--- src/rtl/dtm_jtag_pkg.sv ---
// Shared debug-transport definitions: TAP state encoding, IR codes, DMI ops
// and DTMCS field layout.
package dtm_jtag_pkg;

   typedef enum logic [3:0] {
      TAP_TLR,
      TAP_RTI,
      TAP_SEL_DR,
      TAP_CAP_DR,
      TAP_SH_DR,
      TAP_EX1_DR,
      TAP_PAUSE_DR,
      TAP_EX2_DR,
      TAP_UPD_DR,
      TAP_SEL_IR,
      TAP_CAP_IR,
      TAP_SH_IR,
      TAP_EX1_IR,
      TAP_PAUSE_IR,
      TAP_EX2_IR,
      TAP_UPD_IR
   } tap_state_e;

   localparam logic [4:0] IR_IDCODE  = 5'h01;
   localparam logic [4:0] IR_DTMCS   = 5'h10;
   localparam logic [4:0] IR_DMI     = 5'h11;
   localparam logic [4:0] IR_BYPASS  = 5'h1F;
   localparam logic [4:0] IR_CAPTURE = 5'b00001;

   localparam logic [1:0] DMI_OP_NOP   = 2'd0;
   localparam logic [1:0] DMI_OP_READ  = 2'd1;
   localparam logic [1:0] DMI_OP_WRITE = 2'd2;
   localparam logic [1:0] DMI_OP_RSVD  = 2'd3;
   localparam logic [1:0] DMISTAT_BUSY = 2'd3;

   localparam int unsigned DR_W        = 41;
   localparam int unsigned DMI_ADDR_HI = 40;
   localparam int unsigned DMI_ADDR_LO = 34;
   localparam int unsigned DMI_DATA_HI = 33;
   localparam int unsigned DMI_DATA_LO = 2;

   localparam int unsigned DTMCS_DMIRESET  = 16;
   localparam int unsigned DTMCS_HARDRESET = 17;
   localparam logic [5:0]  DTMCS_ABITS     = 6'd7;
   localparam logic [3:0]  DTMCS_VERSION   = 4'd1;

   function automatic logic [31:0] dtmcs_word(input logic [2:0] idle,
                                              input logic [1:0] stat);
      return {14'b0, 1'b0, 1'b0, 1'b0, idle, stat, DTMCS_ABITS, DTMCS_VERSION};
   endfunction

endpackage

--- src/rtl/dtm_jtag_tap_fsm.sv ---
// IEEE 1149.1 TAP controller stepped by oversampled TCK rising edges.
module jtag_tap_fsm
   import dtm_jtag_pkg::*;
(
   input  logic       clk,
   input  logic       resetn,
   input  logic       tck_rise,
   input  logic       tms,
   output tap_state_e state,
   output logic       capture_dr,
   output logic       shift_dr,
   output logic       update_dr,
   output logic       capture_ir,
   output logic       shift_ir,
   output logic       update_ir
);

   tap_state_e state_next;

   always_ff @(posedge clk or negedge resetn) begin
      if (!resetn) state <= TAP_TLR;
      else if (tck_rise) state <= state_next;
   end

   always_comb begin
      state_next = state;
      unique case (state)
         TAP_TLR:      state_next = tms ? TAP_TLR      : TAP_RTI;
         TAP_RTI:      state_next = tms ? TAP_SEL_DR   : TAP_RTI;
         TAP_SEL_DR:   state_next = tms ? TAP_SEL_IR   : TAP_CAP_DR;
         TAP_CAP_DR:   state_next = tms ? TAP_EX1_DR   : TAP_SH_DR;
         TAP_SH_DR:    state_next = tms ? TAP_EX1_DR   : TAP_SH_DR;
         TAP_EX1_DR:   state_next = tms ? TAP_UPD_DR   : TAP_PAUSE_DR;
         TAP_PAUSE_DR: state_next = tms ? TAP_EX2_DR   : TAP_PAUSE_DR;
         TAP_EX2_DR:   state_next = tms ? TAP_UPD_DR   : TAP_SH_DR;
         TAP_UPD_DR:   state_next = tms ? TAP_SEL_DR   : TAP_RTI;
         TAP_SEL_IR:   state_next = tms ? TAP_TLR      : TAP_CAP_IR;
         TAP_CAP_IR:   state_next = tms ? TAP_EX1_IR   : TAP_SH_IR;
         TAP_SH_IR:    state_next = tms ? TAP_EX1_IR   : TAP_SH_IR;
         TAP_EX1_IR:   state_next = tms ? TAP_UPD_IR   : TAP_PAUSE_IR;
         TAP_PAUSE_IR: state_next = tms ? TAP_EX2_IR   : TAP_PAUSE_IR;
         TAP_EX2_IR:   state_next = tms ? TAP_UPD_IR   : TAP_SH_IR;
         TAP_UPD_IR:   state_next = tms ? TAP_SEL_DR   : TAP_RTI;
         default:      state_next = TAP_TLR;
      endcase
   end

   // Strobes fire on the TCK rise that leaves the named state.
   always_comb begin
      capture_dr = tck_rise && (state == TAP_CAP_DR);
      shift_dr   = tck_rise && (state == TAP_SH_DR);
      update_dr  = tck_rise && (state == TAP_UPD_DR);
      capture_ir = tck_rise && (state == TAP_CAP_IR);
      shift_ir   = tck_rise && (state == TAP_SH_IR);
      update_ir  = tck_rise && (state == TAP_UPD_IR);
   end

endmodule

--- src/rtl/dtm_jtag.sv ---
// JTAG debug transport module: oversampled TAP, IDCODE/DTMCS/DMI/BYPASS
// data registers and a single-outstanding DMI master port.
module dtm_jtag
   import dtm_jtag_pkg::*;
#(
   parameter logic [31:0] IDCODE    = 32'h1000_0001,
   parameter logic [2:0]  IDLE_HINT = 3'd1
) (
   input  logic        clk,
   input  logic        resetn,
   input  logic        jtag_tck,
   input  logic        jtag_tms,
   input  logic        jtag_tdi,
   output logic        jtag_tdo,
   output logic        dmi_valid,
   input  logic        dmi_ready,
   output logic        dmi_write,
   output logic [6:0]  dmi_addr,
   output logic [31:0] dmi_wdata,
   input  logic [31:0] dmi_rdata
);

   logic tck_s1, tck_s2, tck_d;
   logic tms_s1, tms_s2;
   logic tdi_s1, tdi_s2;
   logic tck_rise, tck_fall;

   tap_state_e tap_state;
   logic capture_dr, shift_dr, update_dr;
   logic capture_ir, shift_ir, update_ir;

   logic [4:0]      ir, ir_sr;
   logic [DR_W-1:0] dr, dr_shifted;
   logic [1:0]      dmistat;
   logic [31:0]     rdata_q;
   logic            discard;

   always_ff @(posedge clk or negedge resetn) begin
      if (!resetn) begin
         {tck_s1, tck_s2, tck_d} <= '0;
         {tms_s1, tms_s2}        <= '0;
         {tdi_s1, tdi_s2}        <= '0;
      end else begin
         tck_s1 <= jtag_tck;
         tck_s2 <= tck_s1;
         tck_d  <= tck_s2;
         tms_s1 <= jtag_tms;
         tms_s2 <= tms_s1;
         tdi_s1 <= jtag_tdi;
         tdi_s2 <= tdi_s1;
      end
   end

   assign tck_rise = tck_s2 & ~tck_d;
   assign tck_fall = ~tck_s2 & tck_d;

   jtag_tap_fsm u_tap (
      .clk        (clk),
      .resetn     (resetn),
      .tck_rise   (tck_rise),
      .tms        (tms_s2),
      .state      (tap_state),
      .capture_dr (capture_dr),
      .shift_dr   (shift_dr),
      .update_dr  (update_dr),
      .capture_ir (capture_ir),
      .shift_ir   (shift_ir),
      .update_ir  (update_ir)
   );

   // TDI enters at the top of the currently selected register length.
   always_comb begin
      dr_shifted = '0;
      case (ir)
         IR_DMI:              dr_shifted = {tdi_s2, dr[DR_W-1:1]};
         IR_IDCODE, IR_DTMCS: dr_shifted = {9'b0, tdi_s2, dr[31:1]};
         default:             dr_shifted = {40'b0, tdi_s2};
      endcase
   end

   always_ff @(posedge clk or negedge resetn) begin
      if (!resetn) begin
         ir       <= IR_IDCODE;
         ir_sr    <= '0;
         jtag_tdo <= 1'b0;
      end else begin
         if (tap_state == TAP_TLR) ir <= IR_IDCODE;
         else if (update_ir)       ir <= ir_sr;

         if (capture_ir)    ir_sr <= IR_CAPTURE;
         else if (shift_ir) ir_sr <= {tdi_s2, ir_sr[4:1]};

         if (tck_fall) begin
            if (tap_state == TAP_SH_DR)      jtag_tdo <= dr[0];
            else if (tap_state == TAP_SH_IR) jtag_tdo <= ir_sr[0];
         end
      end
   end

   // Capture, DMI update and the handshake share one block because all three
   // touch dmistat; later assignments take priority within a cycle.
   always_ff @(posedge clk or negedge resetn) begin
      if (!resetn) begin
         dr        <= '0;
         dmistat   <= '0;
         rdata_q   <= '0;
         discard   <= 1'b0;
         dmi_valid <= 1'b0;
         dmi_write <= 1'b0;
         dmi_addr  <= '0;
         dmi_wdata <= '0;
      end else begin
         if (capture_dr) begin
            case (ir)
               IR_IDCODE: dr <= {9'b0, IDCODE};
               IR_DTMCS:  dr <= {9'b0, dtmcs_word(IDLE_HINT, dmistat)};
               IR_DMI: begin
                  dr <= {dmi_addr, rdata_q, (dmi_valid ? DMISTAT_BUSY : dmistat)};
                  if (dmi_valid) dmistat <= DMISTAT_BUSY;
               end
               IR_BYPASS: dr <= '0;
               default:   dr <= '0;
            endcase
         end else if (shift_dr) begin
            dr <= dr_shifted;
         end

         if (dmi_valid && dmi_ready) begin
            dmi_valid <= 1'b0;
            discard   <= 1'b0;
            if (!dmi_write && !discard) rdata_q <= dmi_rdata;
         end

         if (update_dr) begin
            case (ir)
               IR_DTMCS: begin
                  if (dr[DTMCS_DMIRESET] || dr[DTMCS_HARDRESET]) dmistat <= '0;
                  if (dr[DTMCS_HARDRESET] && dmi_valid && !dmi_ready) discard <= 1'b1;
               end
               IR_DMI: begin
                  if (dmistat == '0) begin
                     case (dr[1:0])
                        DMI_OP_READ, DMI_OP_WRITE: begin
                           if (dmi_valid) begin
                              dmistat <= DMISTAT_BUSY;
                           end else begin
                              dmi_valid <= 1'b1;
                              dmi_write <= (dr[1:0] == DMI_OP_WRITE);
                              dmi_addr  <= dr[DMI_ADDR_HI:DMI_ADDR_LO];
                              dmi_wdata <= dr[DMI_DATA_HI:DMI_DATA_LO];
                              discard   <= 1'b0;
                           end
                        end
                        DMI_OP_NOP, DMI_OP_RSVD: ;
                        default: ;
                     endcase
                  end
               end
               default: ;
            endcase
         end
      end
   end

endmodule

--- config.mk ---
export PLATFORM = sky130hd
export DESIGN_NAME = dtm_jtag
export DESIGN_NICKNAME = d
export VERILOG_FILES = /design/src/rtl/dtm_jtag_pkg.sv /design/src/rtl/dtm_jtag_tap_fsm.sv /design/src/rtl/dtm_jtag.sv
export SDC_FILE = /design/constraint.sdc
export NUM_CORES = 1
export LEC_CHECK = 0
export CAP_MARGIN = 20
export CORE_UTILIZATION = 39
export CTS_BUF_LIST = sky130_fd_sc_hd__clkbuf_8
export DETAILED_ROUTE_END_ITERATION = 8
export GPL_TIMING_DRIVEN = 0
export RECOVER_POWER = 25
export SLEW_MARGIN = 5
export SYNTH_ARGS = -nofsm -noshare
export SYNTH_HDL_FRONTEND = slang
export SYNTH_SLANG_ARGS = --single-unit
--- constraint.sdc ---
create_clock -name clk -period 1.89 [get_ports clk]
set_clock_uncertainty 0.2 [all_clocks]
set_input_delay 0.378 -clock clk [delete_from_list [all_inputs] [get_ports clk]]
set_output_delay 0.378 -clock clk [all_outputs]
set_load 0.02 [all_outputs]
==> results of run 1 <==
-- metal layers --
metal,part of all wire,GRT usage
met5,0,0
met1,0.42,0.239
met3,0.044,0.0501
met2,0.53,0.326
met4,0.010,0.0624
-- per-stage QoR --
step                setup WS, ns  cells  area [sq um]   util
global placement           -5.24    762          6960  0.474
finish                    -0.149    836          8430  0.574
CTS                       -0.112    815          7780  0.529
floorplan                 0.0422    499          5940      -
global route              -0.197    836          8430  0.574
detailed placement        -0.565    763          6990  0.476
-- worst max-delay path by stage --
stage	from	to	slack, ns
2_1_floorplan	dr[0]	dmi_wdata[12]	0.04
3_3_place_gp	resetn	dmi_addr[6]	-5.24
3_5_place_dp	dmi_ready	rdata_q[18]	-0.57
4_1_cts	u_tap.state[1]	dmi_wdata[12]	-0.11
6_report	dr[1]	dmi_addr[1]	-0.15
5_1_grt	dr[0]	dmi_wdata[31]	-0.20
-- worst max-delay path: stages (launching register included) --
cell       delay, ns
dfrtp_1         0.43
ha_4            0.25
nor4_4          0.32
nand3_4         0.12
buf_12          0.18
clkbuf_16       0.16
mux2_2          0.27
-- Yosys cell counts, drive strengths merged (6+ instances only) --
cell / count
a21oi: 20
mux2i: 13
inv: 6
a221oi: 22
nor3: 6
clkbuf: 6
nand2: 44
buf: 23
dfrtp: 138
mux2: 73
o21ai: 29
nand3: 7
nor2: 60
-- final cells by class --
type,count,area (sq um)
buffer,29,355
clock buffer,18,248
clock inverter,12,149
fill,1189,6270
inverter,6,22.5
multi-input combinational,325,2690
sequential,139,3480
tap,184,230
timing repair buffer,123,1260
-- sequential cells by signal, summed over array words and instances (netlist names) --
name / cells
dmi_addr: 7
tdi_s2: 1
tck_s2: 1
dmi_valid: 1
dmi_write: 1
dmistat: 2
dr: 41
ir: 5
ir_sr: 5
dmi_wdata: 32
discard: 1
rdata_q: 32
tms_s2: 1
u_tap.state: 4
tck_s1: 1
tck_d: 1
tms_s1: 1
tdi_s1: 1
jtag_tdo: 1
-- where the power goes --
part           switching [mW]  internal, mW  total [mW]
clock network            1.15          1.32        2.47
registers               0.535          3.47        4.00
logic                    1.10          1.07        2.17
total                    2.79          5.86        8.64
-- cells in the final DEF, fill, tap and decap left out, drive strengths merged, types with 6 or more instances in the layout --
| cell type | count |
|---|---|
| a21oi | 20 |
| a221oi | 22 |
| buf | 60 |
| clkbuf | 32 |
| clkdlybuf4s50 | 33 |
| dfrtp | 138 |
| dlygate4sd2 | 41 |
| inv | 7 |
| mux2 | 73 |
| mux2i | 13 |
| nand2 | 44 |
| nand3 | 7 |
| nor2 | 60 |
| nor3 | 6 |
| o21ai | 29 |
-- logic make-up after synthesis --
| family | after synthesis |
|---|---|
| buffers and inverters | 35 |
| flip-flops | 139 |
| AO/OA/AOI/OAI | 98 |
| adder cells (fa/ha/maj) | 1 |
| XOR/XNOR | 1 |
| multiplexers | 86 |
| AND/OR/NAND/NOR | 139 |
-- what timing repair did --
item | CTS | global route
endpoints found under the hold margin | 59 | 0
pin swaps | 12 | 27
resized for setup | 114 | 96
endpoints found under the setup margin | 158 | 108
buffers inserted | 21 | 15
hold buffers | 1 | 0
gates cloned | 0 | 7
==> impl_metrics.tcl, run 1 <==
set metrics [dict create \
    worst_slew_pin_slew_ns 0.839 \
    die_h_microns 125 \
    synthAdderAreaFrac 0.00211 \
    synth_edf_count 0 \
    drt-wirelength-per-cell_microns 18.3 \
    drive_gt1_frac 0.370 \
    ys_warn_count 0 \
    r2r_slack_ns -0.15 \
    dr.pass1.iters 7 \
    clk_pin_slew_ns 0.08 \
    failed_checks "design-rule violations, negative setup slack" \
    synth_compound_area_frac 0.109 \
    clock.fmax_mhz 490 \
    antenna_cells 0 \
    gp_congestion 0.798 \
    antenna_left 0 \
    core-area_sq_mm 0.0147 \
    synthSimpleGateAreaFrac 0.109 \
    syn_area_per_cell_sq_um 11.9 \
    power_mw 8.64 \
    vias 4507 \
    ys_types 45 \
    setup_tns_ns -6.43 \
    synthArstFlopShare 1.00 \
    ios 80 \
    yosysSeqAreaShare 0.587 \
    clk_latency_ns 0.44 \
    initial_core_util 0.404 \
    port_buffers 79 \
    cp-start-kind "register" \
    peakVddDrop_mv 0.481 \
    syn_to_final_growth_pct 42.2 \
    h-tree-depth 4 \
    hold_viol 0 \
    ys_ff_latch 139 \
    die-area_sq_mm 0.0157 \
    rsz0062_at_grt "yes" \
    numCtsBuffers 17 \
    maxSlewViolCount 0 \
    power_density_mw_per_mm2 1020 \
    synthesis.area_sq_mm 0.00593 \
    hold_class "reg -> reg" \
    grtUsageTotal 0.192 \
    place_hpwl_mm 9.31 \
    die_w_microns 125 \
    dr.first_iter.drc_count 253 \
    tritoncts "yes" \
    synthFlopType "dfrtp_1" \
    finalWorstSetupSlack_ns -0.149 \
    synth_xor_area_frac 0.00148 \
    synthCells 499 \
    routed_wl_mm 15.3 \
    synth_top_area_share 0.582 \
    power_leakage_nw 3.86 \
    hold_depth 0 \
    hold-worst-slack_ns 0.151 \
    rr_startpoint "dr[1]" \
    cts_root_buf "clkbuf_8" \
    path_class "reg -> reg" \
    maxCapViolCount 0 \
    setup.worst_path.end_class "register" \
    post-route-period-util 1.08 \
    grt_remaining_overflow 0 \
    synth_top_family_by_area "multiplexers" \
    drc_errors 8 \
    routed_via_density 5.39 \
    antenna_found_initial 0 \
    finalSetupViolations 69 \
    r2r-end "dmi_addr[1]" \
    synth_mux_area_frac 0.161 \
    synth_top_cell_by_area "dfrtp_1" \
    slew_headroom 0.441 \
    rows 44 \
    grt_pass1_wl_mm 23.4 \
    r2r_cells 6 \
    clock_path_buffers 2 \
    grt_max_degree 81 \
    arrival_ns 2.17 \
    critPathRequiredTime_ns 2.02 \
    hold_start "tms_s1" \
    critPathMaxFanout 8 \
    outcome "finished, violations left" \
    holdPathEnd "tms_s2" \
    synth.top_cells.by_area "dfrtp_1 58%, mux2_2 13%, nor2_1 3.7%" \
    grt_pass1_vias 4576 \
    clock-sinks 139 \
    period_minus_slack_ns 2.04 \
    syn_nets 538 \
    finalNetCount 680 \
]
Note: power is estimated with default switching activity, not from simulation.
==> inputs of run 2 (changes only) <==
--- a/config.mk
+++ b/config.mk
@@ -8,6 +8,7 @@
 export CAP_MARGIN = 20
 export CORE_UTILIZATION = 39
 export CTS_BUF_LIST = sky130_fd_sc_hd__clkbuf_8
+export CTS_CLUSTER_DIAMETER = 150
 export DETAILED_ROUTE_END_ITERATION = 8
 export GPL_TIMING_DRIVEN = 0
 export RECOVER_POWER = 25
==> results of run 2 <==
Same layout as run 1: the final DEF is identical, and so are final timing and power.
